File: src/rtl/clk_switch_ctrl.sv
// ----------------------------------------------------------------------------
// clk_switch_ctrl
//
// Sequencing controller for a glitch-free two-clock mux. It collects switch
// requests for clkA / clkB and arbitrates between them round-robin. It drives
// the mux select line, then keeps busy high for a fixed settle window while
// the mux handshake completes. A hold-off window follows each completed
// switch. A switch onto a clock whose monitor reports it dead is refused.
// All logic runs on the free-running control clock.
//
// Ports:
//   clk      in   control clock (independent of clkA/clkB)
//   rst      in   synchronous active-high reset
//   req_a    in   pulse: request switch to clkA
//   req_b    in   pulse: request switch to clkB
//   alive_a  in   clkA monitor status (already synchronised to clk)
//   alive_b  in   clkB monitor status (already synchronised to clk)
//   lock     in   1 = no new grants (in-flight switch still completes)
//   select   out  mux select: 1 = clkA, 0 = clkB
//   busy     out  switch in progress (settle window)
//   done     out  one-cycle pulse: request completed
//   err      out  one-cycle pulse: request rejected, target clock dead
// ----------------------------------------------------------------------------
module clk_switch_ctrl #(
    parameter int unsigned SETTLE_CYCLES = 16,
    parameter int unsigned MIN_HOLD      = 8,
    parameter bit          RESET_SEL     = 1'b1
) (
    input  logic clk,
    input  logic rst,
    input  logic req_a,
    input  logic req_b,
    input  logic alive_a,
    input  logic alive_b,
    input  logic lock,
    output logic select,
    output logic busy,
    output logic done,
    output logic err
);

    localparam logic [7:0] SETTLE_LAST = 8'(SETTLE_CYCLES - 1);
    localparam logic [7:0] HOLD_LAST   = 8'((MIN_HOLD > 0) ? (MIN_HOLD - 1) : 0);

    typedef enum logic [1:0] {
        IDLE   = 2'd0,
        SETTLE = 2'd1,
        HOLD   = 2'd2
    } state_t;

    state_t     state, state_n;
    logic [7:0] cnt, cnt_n;
    logic       pend_a, pend_a_n;
    logic       pend_b, pend_b_n;
    logic       last_a, last_a_n;   // 1 = last grant went to A, 0 = B
    logic       select_n, busy_n, done_n, err_n;
    logic       tgt_a, tgt_alive, clr_a, clr_b;

    always_ff @(posedge clk) begin
        if (rst) begin
            state  <= IDLE;
            cnt    <= 8'd0;
            pend_a <= 1'b0;
            pend_b <= 1'b0;
            last_a <= 1'b0;
            select <= RESET_SEL;
            busy   <= 1'b0;
            done   <= 1'b0;
            err    <= 1'b0;
        end else begin
            state  <= state_n;
            cnt    <= cnt_n;
            pend_a <= pend_a_n;
            pend_b <= pend_b_n;
            last_a <= last_a_n;
            select <= select_n;
            busy   <= busy_n;
            done   <= done_n;
            err    <= err_n;
        end
    end

    always_comb begin
        state_n   = state;
        cnt_n     = cnt;
        select_n  = select;
        busy_n    = busy;
        done_n    = 1'b0;
        err_n     = 1'b0;
        last_a_n  = last_a;
        clr_a     = 1'b0;
        clr_b     = 1'b0;
        tgt_a     = 1'b0;
        tgt_alive = 1'b0;

        case (state)
            IDLE: begin
                if (!lock && (pend_a || pend_b)) begin
                    // Both pending: serve the source opposite the last grant.
                    if (pend_a && pend_b) tgt_a = !last_a;
                    else                  tgt_a = pend_a;
                    tgt_alive = tgt_a ? alive_a : alive_b;
                    clr_a     = tgt_a;
                    clr_b     = !tgt_a;
                    last_a_n  = tgt_a;
                    if (tgt_a == select) begin
                        // Already on the requested clock: acknowledge only.
                        done_n = 1'b1;
                    end else if (!tgt_alive) begin
                        err_n = 1'b1;
                    end else begin
                        select_n = tgt_a;
                        busy_n   = 1'b1;
                        cnt_n    = 8'd0;
                        state_n  = SETTLE;
                    end
                end
            end
            SETTLE: begin
                if (cnt == SETTLE_LAST) begin
                    busy_n  = 1'b0;
                    done_n  = 1'b1;
                    cnt_n   = 8'd0;
                    state_n = (MIN_HOLD == 0) ? IDLE : HOLD;
                end else begin
                    cnt_n = cnt + 8'd1;
                end
            end
            HOLD: begin
                if (cnt == HOLD_LAST) begin
                    cnt_n   = 8'd0;
                    state_n = IDLE;
                end else begin
                    cnt_n = cnt + 8'd1;
                end
            end
            default: begin
                state_n = IDLE;
            end
        endcase

        // A new request on the same edge as its clear keeps the flag set.
        pend_a_n = (pend_a && !clr_a) || req_a;
        pend_b_n = (pend_b && !clr_b) || req_b;
    end

endmodule

File: config.mk
export PLATFORM = sky130hd
export DESIGN_NAME = clk_switch_ctrl
export DESIGN_NICKNAME = d
export VERILOG_FILES = /design/src/rtl/clk_switch_ctrl.sv
export SDC_FILE = /design/constraint.sdc
export NUM_CORES = 1
export LEC_CHECK = 0
export ABC_AREA = 1
export CAP_MARGIN = 10
export CELL_PAD_IN_SITES_DETAIL_PLACEMENT = 2
export CELL_PAD_IN_SITES_GLOBAL_PLACEMENT = 2
export CORE_ASPECT_RATIO = 0.6
export CORE_MARGIN = 2
export CORE_UTILIZATION = 33
export DETAILED_ROUTE_END_ITERATION = 10
export HOLD_SLACK_MARGIN = 0.05
export PLACE_DENSITY = 0.78
export SKIP_LAST_GASP = 1
export SLEW_MARGIN = 15
export SYNTH_ARGS = -nofsm -noshare
export SYNTH_HDL_FRONTEND = slang
export SYNTH_SLANG_ARGS = --single-unit
File: constraint.sdc
create_clock -name clk -period 2.55 [get_ports clk]
set_input_delay 0.255 -clock clk [delete_from_list [all_inputs] [get_ports clk]]
set_output_delay 0.255 -clock clk [all_outputs]
set_load 0.005 [all_outputs]
---- Word-level counts from Yosys, hierarchy flattened ----
Cells that the tools add are included.
storage, ports and cells
  bits in registers ....................... 17
  output and inout port bits .............. 4
  word-level logic and storage cells ...... 74
cells by class
  add/sub/neg operators ................... 1
  equal/unequal tests ..................... 10
  mux-type cells .......................... 30
  bitwise gates (word level) .............. 3
  reductions and logical operators ........ 21
operators with widths
  operator               number
  $mux W8                5
  $pmux W8 S3            1
  $mux W1                16
  $mux W2                5
  $ne A2 B2 Y1 const B   5
  $reduce_and A5 Y1      2
  $add A8 B1 Y8 const B  1
  $eq A8 B3 Y1 const B   1
  $eq A8 B4 Y1 const B   1
  $reduce_and A4 Y1      2
  $pmux W2 S3            1
  $logic_not A1 Y1       5
  $logic_and A1 B1 Y1    4
  $pmux W1 S2            2
  $reduce_or A4 Y1       1
  $logic_or A1 B1 Y1     3
  $not A1 Y1             3
  $reduce_bool A3 Y1     1
  $eq A2 B1 Y1 const B   1
  $eq A2 B2 Y1 const B   1
  $logic_not A2 Y1       1
  $reduce_and A2 Y1      1
  $reduce_bool A2 Y1     1
  $eq A1 B1 Y1           1

---- Depth between registers and ports, before layout ----
  depth in word-level cells ............... 10
  mapped depth ............................ 10

---- Worst setup path after synthesis ----
No wires, ideal clock.
  path type ............................... register -> register
  start point ............................. reg state[0]
  end point ............................... reg cnt[3]
  library setup time ...................... 0.113 ns
  arrival ................................. 1.314 ns
  required time ........................... 2.437 ns
  slack ................................... 1.123 ns
  cell stages (with the launch flop) ...... 9
  buffers on the path ..................... 2
  cells stage by stage .................... dfxtp_1 inv_1 ha_1 buf_2 nand2_1 nand2_4 buf_12 a21oi_2 nor2_2
on the way
  longest elaborated chain between the ends .. 3
  elaborated cells between the ends (all ways) .. 9
ends and longest elaborated chain
  element                                                              RTL line  text
  start, declared                                                      51        state_t state, state_n;
  start signal, assigned                                               71        state <= state_n;
  $eq A2 B2 Y1 (tied with other cells)                                 96        case (state)
  $reduce_bool A3 Y1 (no line) / $ne A2 B2 Y1 (equally long branches)  -
  $reduce_and A4 Y1 (no line)                                          -
  end signal, assigned                                                 72        cnt <= cnt_n;
  end, declared                                                        52        logic [7:0] cnt, cnt_n;
Parallel ways exist; a longest one is shown, timed or not.
A chain may end at the register's enable or synchronous reset.

---- Final worst setup path ----
  start point ............................. reg state[0]
  end point ............................... reg cnt[4]
Same word-level chain as after synthesis.

==> report_table.html <==
<table>
<tr><th>Metric</th><th>Value</th></tr>
<tr><th colspan="2">Timing</th></tr>
<tr><td>Total negative setup slack</td><td>0 ps</td></tr>
<tr><td>Worst clock skew</td><td>just under 7 ps</td></tr>
<tr><td>Final hold violation count</td><td>0</td></tr>
<tr><td>Max-slew violations</td><td>0</td></tr>
<tr><td>RSZ-0062 raised after global routing</td><td>no</td></tr>
<tr><td>Maximum clock rate</td><td>580 MHz</td></tr>
<tr><td>Final cycle utilization of the critical path</td><td>between 60% and 70%</td></tr>
<tr><td>Transition time at the pin with the least slew margin</td><td>roughly 440 ps</td></tr>
<tr><td>Worst Slack Setup Final</td><td>826 ps</td></tr>
<tr><td>Max-slew headroom at the worst pin</td><td>between 70 and 80%</td></tr>
<tr><td>Setup Viol. Count Final</td><td>0</td></tr>
<tr><td>Post-layout min period</td><td>approximately 1700 ps</td></tr>
<tr><td>Worst-case hold slack</td><td>between 400 and 500 ps</td></tr>
<tr><th colspan="2">Pwr</th></tr>
<tr><td>Internal Power</td><td>approximately 530 µW</td></tr>
<tr><td>Clock power share</td><td>between 20% and 30%</td></tr>
<tr><td>Net switching component of the power</td><td>~390 µW</td></tr>
<tr><td>Portion of total power attributed to sequential cells</td><td>between 30% and 40%</td></tr>
<tr><td>Highest ir drop seen on vdd</td><td>0.000240 V</td></tr>
<tr><td>Switching power share of the total</td><td>42.2%</td></tr>
<tr><td>Power density normalized to cell area</td><td>approximately 750 nW/µm²</td></tr>
<tr><td>Portion of total power attributed to combinational logic</td><td>about two fifths</td></tr>
<tr><td>Reported leakage power</td><td>0.487 nW</td></tr>
<tr><th colspan="2">Route</th></tr>
<tr><td>DRC violation count after routing</td><td>0</td></tr>
<tr><td>DRC violation total after the first TritonRoute iteration</td><td>31</td></tr>
<tr><td>Routed Wire Length</td><td>3270 µm</td></tr>
<tr><td>Pre-Repair DR Iteration Count</td><td>5</td></tr>
<tr><td>Wire length per cell after detailed routing</td><td>~16 µm</td></tr>
<tr><td>DR vias</td><td>a little under 1000</td></tr>
<tr><td>Via/cell ratio</td><td>4.88</td></tr>
<tr><td>Number of antenna-violating nets in the routed design</td><td>0</td></tr>
<tr><th colspan="2">Placed design</th></tr>
<tr><td>Half-perimeter wire length of the detailed placement result</td><td>between 2000 and 3000 µm</td></tr>
<tr><td>Dpl cells</td><td>~200</td></tr>
<tr><td>Setup slack at placement</td><td>just over 800 ps</td></tr>
<tr><td>Cell Area, Placed</td><td>between 1000 and 1500 µm²</td></tr>
<tr><td>Count of buffers from port buffering</td><td>10</td></tr>
<tr><td>RePlAce Congestion</td><td>approximately 0.80</td></tr>
<tr><th colspan="2">Clock tree</th></tr>
<tr><td>Clock latency reported for the late side of the worst-skew pair</td><td>260 ps</td></tr>
<tr><td>CTS tree</td><td>done</td></tr>
<tr><td># clock sinks</td><td>17</td></tr>
<tr><td>Hold-fix buffer count after cts</td><td>0</td></tr>
<tr><td>Deepest level of the CTS H-tree</td><td>1</td></tr>
<tr><td>Post-CTS setup buffers</td><td>0</td></tr>
<tr><td>Clock slew seen by the registers of the worst setup and hold paths</td><td>70 ps</td></tr>
<tr><td>Number of buffers added by the clock tree synthesis step</td><td>3</td></tr>
<tr><td>Buffers from clock root to sink, at most</td><td>2</td></tr>
<tr><td>Count of cells resized by post-cts repair</td><td>0</td></tr>
<tr><td>Root Buffer Master</td><td>clkbuf_8</td></tr>
<tr><th colspan="2">Global route</th></tr>
<tr><td>Initial antenna violation count</td><td>0</td></tr>
<tr><td>Via count of the first global-routing pass</td><td>between 1000 and 1500</td></tr>
<tr><td>Wire length of the first global-routing pass</td><td>around 5300 µm</td></tr>
<tr><td>Tot GR Track Use</td><td>between 10% and 20%</td></tr>
<tr><td>Sum of overflow across all layers after global routing</td><td>0</td></tr>
<tr><td>Largest net degree at the start of global routing</td><td>17</td></tr>
<tr><th colspan="2">Status</th></tr>
<tr><td>Result of the run</td><td>finished, final reports clean</td></tr>
<tr><th colspan="2">Synth</th></tr>
<tr><td>Number of synthesis warnings</td><td>0</td></tr>
<tr><td>Cell area after synthesis</td><td>1040 µm²</td></tr>
<tr><td>#FFs+latches synth</td><td>17</td></tr>
<tr><td>Synth Area per Inst</td><td>around 7.1 µm²</td></tr>
<tr><td>Number of cells produced by synthesis</td><td>approximately 150</td></tr>
<tr><td>Yosys cell types</td><td>25</td></tr>
<tr><td>Mapped Nets</td><td>158</td></tr>
<tr><td>Main area contributors after synthesis</td><td>dfxtp_1, nand2_1, nor2_1</td></tr>
<tr><td>Share of the synthesized area in the top cell type</td><td>between 30% and 40%</td></tr>
<tr><td>Post-synthesis sequential area ratio</td><td>32.6%</td></tr>
<tr><td>Cell type with the largest total area after synthesis</td><td>dfxtp_1</td></tr>
<tr><th colspan="2">Floorplanning</th></tr>
<tr><td>Die Y-Extent</td><td>around 48 µm</td></tr>
<tr><td>Total Die Area</td><td>roughly 3600 µm²</td></tr>
<tr><td>Initial core utilization</td><td>35.4%</td></tr>
<tr><td>Width of the chip</td><td>about 77 µm</td></tr>
<tr><td>I/O pin total</td><td>11</td></tr>
<tr><td>Floorplan Core Area</td><td>2950 µm²</td></tr>
<tr><td>Floorplan row count</td><td>15</td></tr>
<tr><th colspan="2">Critical path</th></tr>
<tr><td>Type of origin of the critical path</td><td>flip-flop</td></tr>
<tr><td>Crit Path Max Fanout</td><td>16</td></tr>
<tr><td>Required @ worst endpoint</td><td>between 2000 and 3000 ps</td></tr>
<tr><td>Crit Path Category</td><td>reg2reg</td></tr>
<tr><td>Critical path endpoint category</td><td>flip-flop</td></tr>
<tr><td>Data arrival time at the worst-slack endpoint</td><td>around 1900 ps</td></tr>
<tr><th colspan="2">Run</th></tr>
<tr><td>Max capacitance violation total</td><td>0</td></tr>
<tr><th colspan="2">Finish</th></tr>
<tr><td>Non-filler instance count after layout</td><td>200</td></tr>
<tr><td>Area Overhead vs Synth</td><td>16.1%</td></tr>
<tr><td>Total number of nets in the final design</td><td>170</td></tr>
<tr><td>Final instance area</td><td>1210 µm²</td></tr>
<tr><td>Total inserted antenna cells</td><td>0</td></tr>
<tr><td>Layout cell share with drive strength beyond 1</td><td>between 10% and 20%</td></tr>
<tr><th colspan="2">Worst hold path</th></tr>
<tr><td>Hold crit path type</td><td>reg2reg</td></tr>
</table>
synth_stat cells:
cell type	instances
nand2_1	39
nor2_1	20
dfxtp_1	17
inv_1	13
nand3_1	12
nand2_2	6
a21oi_1	5
a21oi_2	5
ha_1	4
nor2_2	4
buf_2	2
inv_2	2
nand3_4	2
nand4_1	2
o211ai_1	2
o21ai_1	2
o21bai_2	2
buf_12	1
nand2_4	1
nand3b_1	1
nor2_4	1
nor4_1	1
o21ai_0	1
o21ai_2	1
xor2_1	1
metrics by stage:
stage	power (mW)	utilization, %
after detailed placement	0.708	39.6
after CTS	0.923	41.1
final	0.914	41.1
after global placement	0.679	39.6
after global routing	0.982	41.1
after floorplan	0.605	-
path summary, 6_finish.rpt:
| check | start | slack [ps] | endpoint | depth (start not counted) |
|---|---|---|---|---|
| min | last_a | 500 | last_a | 2 |
| max | state[0] | 830 | cnt[4] | 7 |
| min reg2reg | last_a | 500 | last_a | 2 |
| max reg2reg | state[0] | 830 | cnt[4] | 7 |
metal layers:
metal / track usage [%] / share of wire [%] / vias to the layer above
met5: 0 / 0 / -
met2: 35.2 / 43 / 11
met4: 4.73 / 0.95 / 0
met1: 25.5 / 53 / 468
met3: 4.72 / 2.8 / 5
li1: - / - / 491
state kept, by name, summed over array words and instances (netlist names):
name / cells
last_a: 1
pend_a: 1
err: 1
pend_b: 1
state: 2
cnt: 8
select: 1
done: 1
busy: 1
layout make-up:
cell class,count,area (µm²)
timing repair buffer,10,100
multi-input combinational,112,617
fill,367,1740
clock buffer,4,45.0
tap,42,52.6
inverter,15,56.3
sequential,17,340
layout by cell type, fill, tap and decap left out, types with 2 or more instances in the layout:
master and n:
inv_1 13, dfxtp_1 17, nor2_2 4, nand3_1 12
clkdlybuf4s50_1 10, nor2_1 20, nand4_1 2, a21oi_1 5
inv_2 2, clkbuf_8 3, o21ai_1 2, o21bai_2 2
a21oi_2 5, nand3_4 2, ha_1 4, nand2_1 39
nand2_2 6, o211ai_1 2
power groups by stage:
| stage | combinational (mW) | sequential (mW) | clock (mW) |
|---|---|---|---|
| after floorplan | 0.289 | 0.317 | 0 |
| after global placement | 0.359 | 0.320 | 0 |
| after detailed placement | 0.384 | 0.324 | 0 |
| after CTS | 0.388 | 0.318 | 0.217 |
| after global routing | 0.431 | 0.320 | 0.231 |
| final | 0.383 | 0.318 | 0.213 |
kinds of logic after synthesis:
kind of cell    synth area share (%)
simple gates                    41.0
flops                           32.6
fa+ha+maj                       4.80
buf+inv                         8.27
compound gates                  12.5
xor+xnor                       0.839
critical path, cell delays in order (launching register included):
cell and delay [ps]:
dfxtp_1 370, inv_1 80, ha_1 540, nand2_1 170
nand2_4 230, nand2_1 110, nand2_1 80, nor2_2 40
No activity file was read; power rests on OpenSTA's default activity.
